<file path="src/rtl/wavetable_loader_if.sv">
// Shared sizing for the wavetable store, plus the loader's port bundle:
// sample stream in, RAM write port and bank status out.
package mypackage;
  localparam int WAVETABLE_N    = 4;
  localparam int AMPLITUDE_BITS = 16;
endpackage

interface wavetable_loader_if #(
  parameter int WAVETABLE_N    = mypackage::WAVETABLE_N,
  parameter int AMPLITUDE_BITS = mypackage::AMPLITUDE_BITS
);
  logic                      load_start;
  logic                      in_valid;
  logic                      in_ready;
  logic [AMPLITUDE_BITS-1:0] in_sample;
  logic                      in_last;
  logic                      swap_tick;
  logic                      wr_en;
  logic                      wr_bank;
  logic [WAVETABLE_N-1:0]    wr_addr;
  logic [AMPLITUDE_BITS-1:0] wr_data;
  logic                      active_bank;
  logic                      busy;
  logic                      done;
  logic                      error;

  modport master (
    output load_start, in_valid, in_sample, in_last, swap_tick,
    input  in_ready, wr_en, wr_bank, wr_addr, wr_data,
    input  active_bank, busy, done, error
  );

  modport slave (
    input  load_start, in_valid, in_sample, in_last, swap_tick,
    output in_ready, wr_en, wr_bank, wr_addr, wr_data,
    output active_bank, busy, done, error
  );
endinterface

</file>
<file path="src/rtl/wavetable_loader.sv">
// Fills the inactive bank of a two-bank wavetable RAM from a sample stream and
// flips active_bank on a sample-rate tick once a complete table has landed.
module wavetable_loader #(
  parameter int WAVETABLE_N    = mypackage::WAVETABLE_N,
  parameter int AMPLITUDE_BITS = mypackage::AMPLITUDE_BITS
) (
  input  logic             clock,
  input  logic             reset_n,
  wavetable_loader_if.slave bus
);

  typedef enum logic [1:0] {
    IDLE      = 2'd0,
    LOAD      = 2'd1,
    WAIT_SWAP = 2'd2
  } state_e;

  localparam logic [WAVETABLE_N-1:0] ADDR_LAST = '1;

  state_e                    state_q, state_d;
  logic [WAVETABLE_N-1:0]    addr_q, addr_d;
  logic                      target_q, target_d;
  logic                      active_q, active_d;
  logic                      wr_en_q, wr_en_d;
  logic                      wr_bank_q, wr_bank_d;
  logic [WAVETABLE_N-1:0]    wr_addr_q, wr_addr_d;
  logic [AMPLITUDE_BITS-1:0] wr_data_q, wr_data_d;
  logic                      busy_q, busy_d;
  logic                      done_q, done_d;
  logic                      error_q, error_d;
  logic                      in_ready_c;
  logic                      accept;

  always_ff @(posedge clock or negedge reset_n) begin
    if (!reset_n) begin
      state_q   <= IDLE;
      addr_q    <= '0;
      target_q  <= 1'b0;
      active_q  <= 1'b0;
      wr_en_q   <= 1'b0;
      wr_bank_q <= 1'b0;
      wr_addr_q <= '0;
      wr_data_q <= '0;
      busy_q    <= 1'b0;
      done_q    <= 1'b0;
      error_q   <= 1'b0;
    end else begin
      state_q   <= state_d;
      addr_q    <= addr_d;
      target_q  <= target_d;
      active_q  <= active_d;
      wr_en_q   <= wr_en_d;
      wr_bank_q <= wr_bank_d;
      wr_addr_q <= wr_addr_d;
      wr_data_q <= wr_data_d;
      busy_q    <= busy_d;
      done_q    <= done_d;
      error_q   <= error_d;
    end
  end

  always_comb begin
    state_d    = state_q;
    addr_d     = addr_q;
    target_d   = target_q;
    active_d   = active_q;
    wr_en_d    = 1'b0;
    wr_bank_d  = wr_bank_q;
    wr_addr_d  = wr_addr_q;
    wr_data_d  = wr_data_q;
    done_d     = 1'b0;
    error_d    = 1'b0;
    in_ready_c = 1'b0;
    accept     = 1'b0;

    case (state_q)
      IDLE: begin
        // load_start wins over a coincident swap_tick: nothing is pending here.
        if (bus.load_start) begin
          state_d  = LOAD;
          addr_d   = '0;
          target_d = ~active_q;
        end
      end

      LOAD: begin
        in_ready_c = 1'b1;
        accept     = bus.in_valid;
        if (accept) begin
          wr_en_d   = 1'b1;
          wr_bank_d = target_q;
          wr_addr_d = addr_q;
          wr_data_d = bus.in_sample;
          addr_d    = addr_q + 1'b1;
          // Length mismatch in either direction drops the table; the stray
          // write only touches the bank the reader is not using.
          if ((addr_q == ADDR_LAST) && bus.in_last) begin
            state_d = WAIT_SWAP;
          end else if ((addr_q == ADDR_LAST) || bus.in_last) begin
            error_d = 1'b1;
            state_d = IDLE;
          end
        end
      end

      WAIT_SWAP: begin
        if (bus.swap_tick) begin
          active_d = ~active_q;
          done_d   = 1'b1;
          state_d  = IDLE;
        end
      end

      default: begin
        state_d = IDLE;
      end
    endcase

    busy_d = (state_d != IDLE);
  end

  assign bus.in_ready    = in_ready_c;
  assign bus.wr_en       = wr_en_q;
  assign bus.wr_bank     = wr_bank_q;
  assign bus.wr_addr     = wr_addr_q;
  assign bus.wr_data     = wr_data_q;
  assign bus.active_bank = active_q;
  assign bus.busy        = busy_q;
  assign bus.done        = done_q;
  assign bus.error       = error_q;

endmodule

</file>
<file path="src/flat_wrapper.sv">
// flat-port wrapper written by rule: the top's interface ports become plain ports
module wavetable_loader_flat 
#(
  parameter int WAVETABLE_N    = mypackage::WAVETABLE_N,
  parameter int AMPLITUDE_BITS = mypackage::AMPLITUDE_BITS
)
  (clock, reset_n, bus_load_start, bus_in_valid, bus_in_sample, bus_in_last, bus_swap_tick, bus_in_ready, bus_wr_en, bus_wr_bank, bus_wr_addr, bus_wr_data, bus_active_bank, bus_busy, bus_done, bus_error);
  wavetable_loader_if #(.WAVETABLE_N(WAVETABLE_N), .AMPLITUDE_BITS(AMPLITUDE_BITS)) bus_i ();
  input  logic clock;
  input  logic reset_n;
  input wire logic [$bits(bus_i.load_start)-1:0] bus_load_start;
  input wire logic [$bits(bus_i.in_valid)-1:0] bus_in_valid;
  input wire logic [$bits(bus_i.in_sample)-1:0] bus_in_sample;
  input wire logic [$bits(bus_i.in_last)-1:0] bus_in_last;
  input wire logic [$bits(bus_i.swap_tick)-1:0] bus_swap_tick;
  output wire logic [$bits(bus_i.in_ready)-1:0] bus_in_ready;
  output wire logic [$bits(bus_i.wr_en)-1:0] bus_wr_en;
  output wire logic [$bits(bus_i.wr_bank)-1:0] bus_wr_bank;
  output wire logic [$bits(bus_i.wr_addr)-1:0] bus_wr_addr;
  output wire logic [$bits(bus_i.wr_data)-1:0] bus_wr_data;
  output wire logic [$bits(bus_i.active_bank)-1:0] bus_active_bank;
  output wire logic [$bits(bus_i.busy)-1:0] bus_busy;
  output wire logic [$bits(bus_i.done)-1:0] bus_done;
  output wire logic [$bits(bus_i.error)-1:0] bus_error;
  assign bus_i.load_start = bus_load_start;
  assign bus_i.in_valid = bus_in_valid;
  assign bus_i.in_sample = bus_in_sample;
  assign bus_i.in_last = bus_in_last;
  assign bus_i.swap_tick = bus_swap_tick;
  assign bus_in_ready = bus_i.in_ready;
  assign bus_wr_en = bus_i.wr_en;
  assign bus_wr_bank = bus_i.wr_bank;
  assign bus_wr_addr = bus_i.wr_addr;
  assign bus_wr_data = bus_i.wr_data;
  assign bus_active_bank = bus_i.active_bank;
  assign bus_busy = bus_i.busy;
  assign bus_done = bus_i.done;
  assign bus_error = bus_i.error;
  wavetable_loader #(.WAVETABLE_N(WAVETABLE_N), .AMPLITUDE_BITS(AMPLITUDE_BITS)) u_core (.clock(clock), .reset_n(reset_n), .bus(bus_i));
endmodule
</file>
<file path="config.mk">
export PLATFORM = sky130hd
export DESIGN_NAME = wavetable_loader_flat
export DESIGN_NICKNAME = d
export VERILOG_FILES = /design/src/rtl/wavetable_loader_if.sv /design/src/rtl/wavetable_loader.sv /design/src/flat_wrapper.sv
export SDC_FILE = /design/constraint.sdc
export NUM_CORES = 1
export LEC_CHECK = 0
export CORE_MARGIN = 3
export CORE_UTILIZATION = 43
export DETAILED_ROUTE_END_ITERATION = 6
export PLACE_DENSITY_LB_ADDON = 0.3
export SYNTH_ARGS = -nofsm -noshare
export SYNTH_HDL_FRONTEND = slang
export SYNTH_SLANG_ARGS = --single-unit
</file>
<file path="constraint.sdc">
create_clock -name clock -period 1.7 [get_ports clock]
set_input_delay 0.34 -clock clock [delete_from_list [all_inputs] [get_ports clock]]
set_output_delay 0.34 -clock clock [all_outputs]
set_load 0.005 [all_outputs]
</file>
== Word-level counts from Yosys, hierarchy flattened ==
Cells that the tools add are included.
Word-level totals
  bits in registers: 33
  latch bits: 0
  bits in writable memories: 0
  bits in read-only memories: 0
  input bits: 22
  logic and storage cells: 45
  memories kept: 0
Operators by class
  add/sub/neg operators: 1
  multiply operators: 0
  div/mod/pow operators: 0
  order comparisons: 0
  eq/ne operators: 5
  shift operators: 0
  multiplexer cells: 18
  bitwise operators: 1
  reduce and logical (&&, ||, !) cells: 9
Operators by type and width (number)
  $mux W2: 5
  $mux W1: 9
  $mux W4: 2
  $pmux W4 S2: 1
  $pmux W2 S3: 1
  $reduce_and A2 Y1: 3
  $add A4 B1 Y4 const B: 1
  $eq A4 B4 Y1 const B: 1
  $ne A2 B2 Y1 const B: 2
  $reduce_bool A2 Y1: 2
  $reduce_and A3 Y1: 1
  $eq A2 B1 Y1 const B: 1
  $eq A2 B2 Y1 const B: 1
  $logic_not A2 Y1: 1
  $logic_and A1 B1 Y1: 1
  $logic_or A1 B1 Y1: 1
  $not A1 Y1: 1

== Logic depth before layout (Yosys ltp) ==
  depth after elaboration: 7
  mapped depth: 7
  gate-level depth less buffers: 7

== Least setup slack after synthesis ==
OpenSTA, ideal clock, no wires.
  kind: reg-to-reg
  start point: register u_core.addr_q[0]
  end point: register u_core.busy_q, in the netlist u_core.bus.busy
  setup time: 65 ps
  arrival time: 1473 ps
  required time: 1635 ps
  slack: 162 ps
  stages on the path, launching flop included: 8
  buffers on the path: 0
  period minus slack after synthesis: 1538 ps
  cells stage by stage: dfrtp_1 ha_1 nand3_1 inv_1 ha_1 nand2b_1 a311oi_1 or2_1
Between the ends
  longest elaborated chain between the ends: 7
  elaborated cells between the ends (all ways): 8
  classes of those cells: 1 x eq/ne; 4 x mux; 3 x reduce/logical
Ends and longest elaborated chain
  start, declared: RTL line wavetable_loader.sv:21  | logic [WAVETABLE_N-1:0] addr_q, addr_d;
  start signal, assigned: RTL line wavetable_loader.sv:49  | addr_q <= addr_d;
  $eq A4 B4 Y1 (*): RTL line wavetable_loader.sv:97, wavetable_loader.sv:99
  $logic_or A1 B1 Y1: RTL line wavetable_loader.sv:99  | end else if ((addr_q == ADDR_LAST) || bus.in_last) begin
  $mux W2: RTL line wavetable_loader.sv:99
  $mux W2 (*): RTL line wavetable_loader.sv:97  | if ((addr_q == ADDR_LAST) && bus.in_last) begin
  $mux W2 (*): RTL line wavetable_loader.sv:89  | if (accept) begin
  $pmux W2 S3 (*): RTL line wavetable_loader.sv:76  | case (state_q)
  net u_core.state_d[0]: RTL line wavetable_loader.sv:20  | state_e state_q, state_d;
  $reduce_bool A2 Y1 (*): RTL line wavetable_loader.sv:119  | busy_d = (state_d != IDLE);
  net u_core.busy_d: RTL line wavetable_loader.sv:28  | logic busy_q, busy_d;
  end signal, assigned: RTL line wavetable_loader.sv:56  | busy_q <= busy_d;
  end, declared: RTL line wavetable_loader.sv:28
The timed path passes the listed nets; every way through them passes the cells marked *.
A chain may end at the register's enable or synchronous reset.

== Worst setup path after layout ==
Ends and elaborated chain as after synthesis.

==> summary.md <==
| Metric | Value |
|---|---|
| #FFs+latches synth | `33` |
| Post-synth EDFFs | `0` |
| Via Count | `1116` |
| Area leader, netlist | `dfrtp_1` |
| Worst-path fanout max | `3` |
| Syn_nets | `161` |
| R2R cell count | `7` |
| Overflow after GRT | `0` |
| Synth area leaders | `dfrtp_1, nand2_1, ha_1` |
| Crit. End Element | `flop` |
| Top_reg_cell synth | `dfrtp_1` |
| Initial antenna violation count | `0` |
| Die area | `0.00387 mm2` |
| Switch Pwr | `596 uW` |
| Fin worst setup slack | `135 ps` |
| Pre-antenna DRT Iters | `4` |
| Post-synthesis sequential area ratio | `60.7%` |
| Max-slew violation count | `0` |
| Clock buffer depth | `2` |
| Peak supply drop | `0.518 mV` |
| Cell with the most instances after synthesis | `nand2_1` |
| DRC | `0` |
| Internal Power | `1.53 mW` |
| Hold WC Path Type | `input pin to async pin` |
| Reg2reg start | `u_core.addr_q[0]` |
| Slew of the pin with the lowest slew margin | `412 ps` |
| Core Footprint | `0.00288 mm2` |
| Inserted Clock Buffers | `5` |
| PortBufs | `48` |
| Die Width | `62.2 um` |
| Max_slew headroom | `72.5%` |
| Post-layout nets | `220` |
| GRT Util Overall | `17.8%` |
| Setup CP Type | `flop to flop` |
| Gpl congestion | `0.725` |
| Global-route wire length before repair | `5.44 mm` |
| Top cells by count, synth | `nand2_1, dfrtp_1, ha_1` |
| Routed WL | `2.99 mm` |
| Drt wl/cell | `12.6 um` |
| Clk pin slew, worst setup/hold paths | `100 ps` |
| Synth top area share | `60.7%` |
| Final Hold Fails | `0` |
| # IOs | `49` |
| Dpl ws | `7.16 ps` |
| Design area | `0.00201 mm2` |
| Ant. Diodes | `0` |
| Via-per-instance ratio | `4.69` |
| Clk_skew | `9.17 ps` |
| RSZ-0062 raised after global routing | `false` |
| H-tree depth | `2` |
| Number of global-route vias before repair | `1212` |
| Post-synthesis cell count | `136` |
| Final setup violation count | `0` |
| Period minus WS final | `1570 ps` |
| Status | `finished clean` |
| Die Y-Extent | `62.2 um` |
| Clock power frac | `23.4%` |
| Yosys warnings | `0` |
| Site row count | `19` |
| Initial Util | `47.3%` |
| Worst Path Required | `1980 ps` |
| Combinational power share | `28.5%` |
| Switching Share | `28.0%` |
| Static Leak | `1.00 nW` |
| Async set-reset flop share out of synthesis | `100%` |
| Flop-to-flop setup slack | `130 ps` |
| Synth Cell Area | `0.00136 mm2` |
| Fmax | `639 MHz` |
| Worst Setup Start Kind | `flop` |
| Yosys cell types | `27` |
| Antenna-violating nets left | `0` |
| Layout cell share with drive strength beyond 1 | `13.8%` |
| Crit path arrival time | `1850 ps` |
| Largest net degree at the start of global routing | `34` |
| Maxcap violations | `0` |
| DRT iter0 DRCs | `48` |
| Syn_area_per_cell | `10.0 um2` |
| Root Buffer | `clkbuf_4` |
| Final Cycle Share | `92.1%` |
| Area Overhead vs Synth | `47.7%` |
| Worst-Skew Late Latency | `330 ps` |
| Placed cell areas | `0.00191 mm2` |
| Worst r2r dst | `u_core.bus.busy` |
| CTS tree | `yes` |
| Fin Setup TNS | `0 ps` |
| Power Density | `1060 mW/mm2` |
| Clk sinks | `33` |
| Seq pwr share | `48.1%` |
| Final HPWL DP | `2.13 mm` |
==> area by class of cell <==
class | instances | area, um2
Fill cell | 232 | 868
Sequential cell | 33 | 826
Timing Repair Buffer | 58 | 567
Multi-Input combinational cell | 94 | 482
Clock buffer | 7 | 65.1
Tap cell | 42 | 52.6
Inverter | 3 | 11.3
Clock inverter | 1 | 5.00
==> logic make-up (layout without fill, tap and decap cells) <==
logic type / count (synthesis) / count (layout) / share of synthesized area (%)
and+or+nand+nor: 83 / 83 / 27.3
DFF: 33 / 33 / 60.7
buffers and inverters: 9 / 69 / 4.32
AOI/OAI and AO/OA: 6 / 6 / 3.50
adders and majority gates: 3 / 3 / 2.76
xor gates and xnor gates: 1 / 1 / 0.644
muxes: 1 / 1 / 0.736
==> stage by stage <==
| step | utilization [%] | total power, mW | std cells | hold slack [ps] |
|---|---|---|---|---|
| 2_1_floorplan | - | 1.26 | 136 | 44.4 |
| 3_3_place_gp | 66.4 | 1.61 | 227 | 457 |
| 3_5_place_dp | 66.4 | 1.65 | 227 | 461 |
| 4_1_cts | 69.1 | 2.16 | 236 | 409 |
| 5_1_grt | 69.8 | 2.27 | 238 | 412 |
| 6_report | 69.8 | 2.13 | 238 | 403 |
==> critical path, stage by stage, from the launching register on <==
cell and delay, ps:
dfrtp_1 390, ha_1 240, nand3_1 110, inv_1 50
ha_1 190, nand2b_1 160, a311oi_2 240, or2_1 140
==> layer usage <==
layer / track usage (%) / vias up / routed length [um]
li1: - / 540 / -
met2: 30.8 / 42 / 1510
met5: 0 / - / 0
met1: 19.0 / 529 / 1210
met4: 6.63 / 0 / 46
met3: 8.29 / 5 / 224
==> power by group through the flow <==
stage | combinational (mW) | sequential, mW | clock (mW)
global route | 0.663 | 1.05 | 0.562
detailed placement | 0.613 | 1.04 | 0
floorplan | 0.211 | 1.05 | 0
global placement | 0.583 | 1.03 | 0
finish | 0.606 | 1.02 | 0.499
CTS | 0.615 | 1.03 | 0.517
==> cell usage in the layout (no fill, tap or decap), types with 2 or more instances in the layout <==
cell,instances
nand2b_1,2
inv_1,2
clkbuf_8,2
dfrtp_1,33
nand2_1,66
nand2_2,2
nand3_1,2
buf_4,9
nor2_1,2
clkdlybuf4s50_1,47
o21ai_2,2
nand3_2,2
clkbuf_4,5
ha_1,3
==> worst max-delay path by stage <==
| stage | end | cells after the start | from | slack, ps |
|---|---|---|---|---|
| after floorplan | u_core.bus.busy | 7 | u_core.addr_q[0] | 160 |
| after global placement | u_core.bus.busy | 5 | bus_in_last | 60 |
| after detailed placement | u_core.addr_q[3] | 5 | bus_in_valid | 7 |
| after CTS | u_core.bus.busy | 7 | u_core.addr_q[0] | 30 |
| after global routing | bus_active_bank | 1 | u_core.bus.active_bank | 30 |
| final | u_core.bus.busy | 7 | u_core.addr_q[0] | 130 |
==> repair_timing <==
item | CTS | global route
gates cloned | 0 | 0
pin swaps | 0 | 1
resized for setup | 1 | 1
buffers inserted | 1 | 2
hold buffers | 0 | 0
endpoints found under the setup margin | 1 | 2
==> flip-flops by register name (all words and copies together) (netlist names) <==
register / count
u_core.target_q: 1
u_core.bus.done: 1
u_core.bus.wr_addr: 4
u_core.state_q: 2
u_core.bus.active_bank: 1
u_core.addr_q: 4
u_core.bus.error: 1
u_core.bus.wr_data: 16
u_core.bus.busy: 1
u_core.bus.wr_en: 1
u_core.bus.wr_bank: 1
Power figures use the tool's default switching activity.
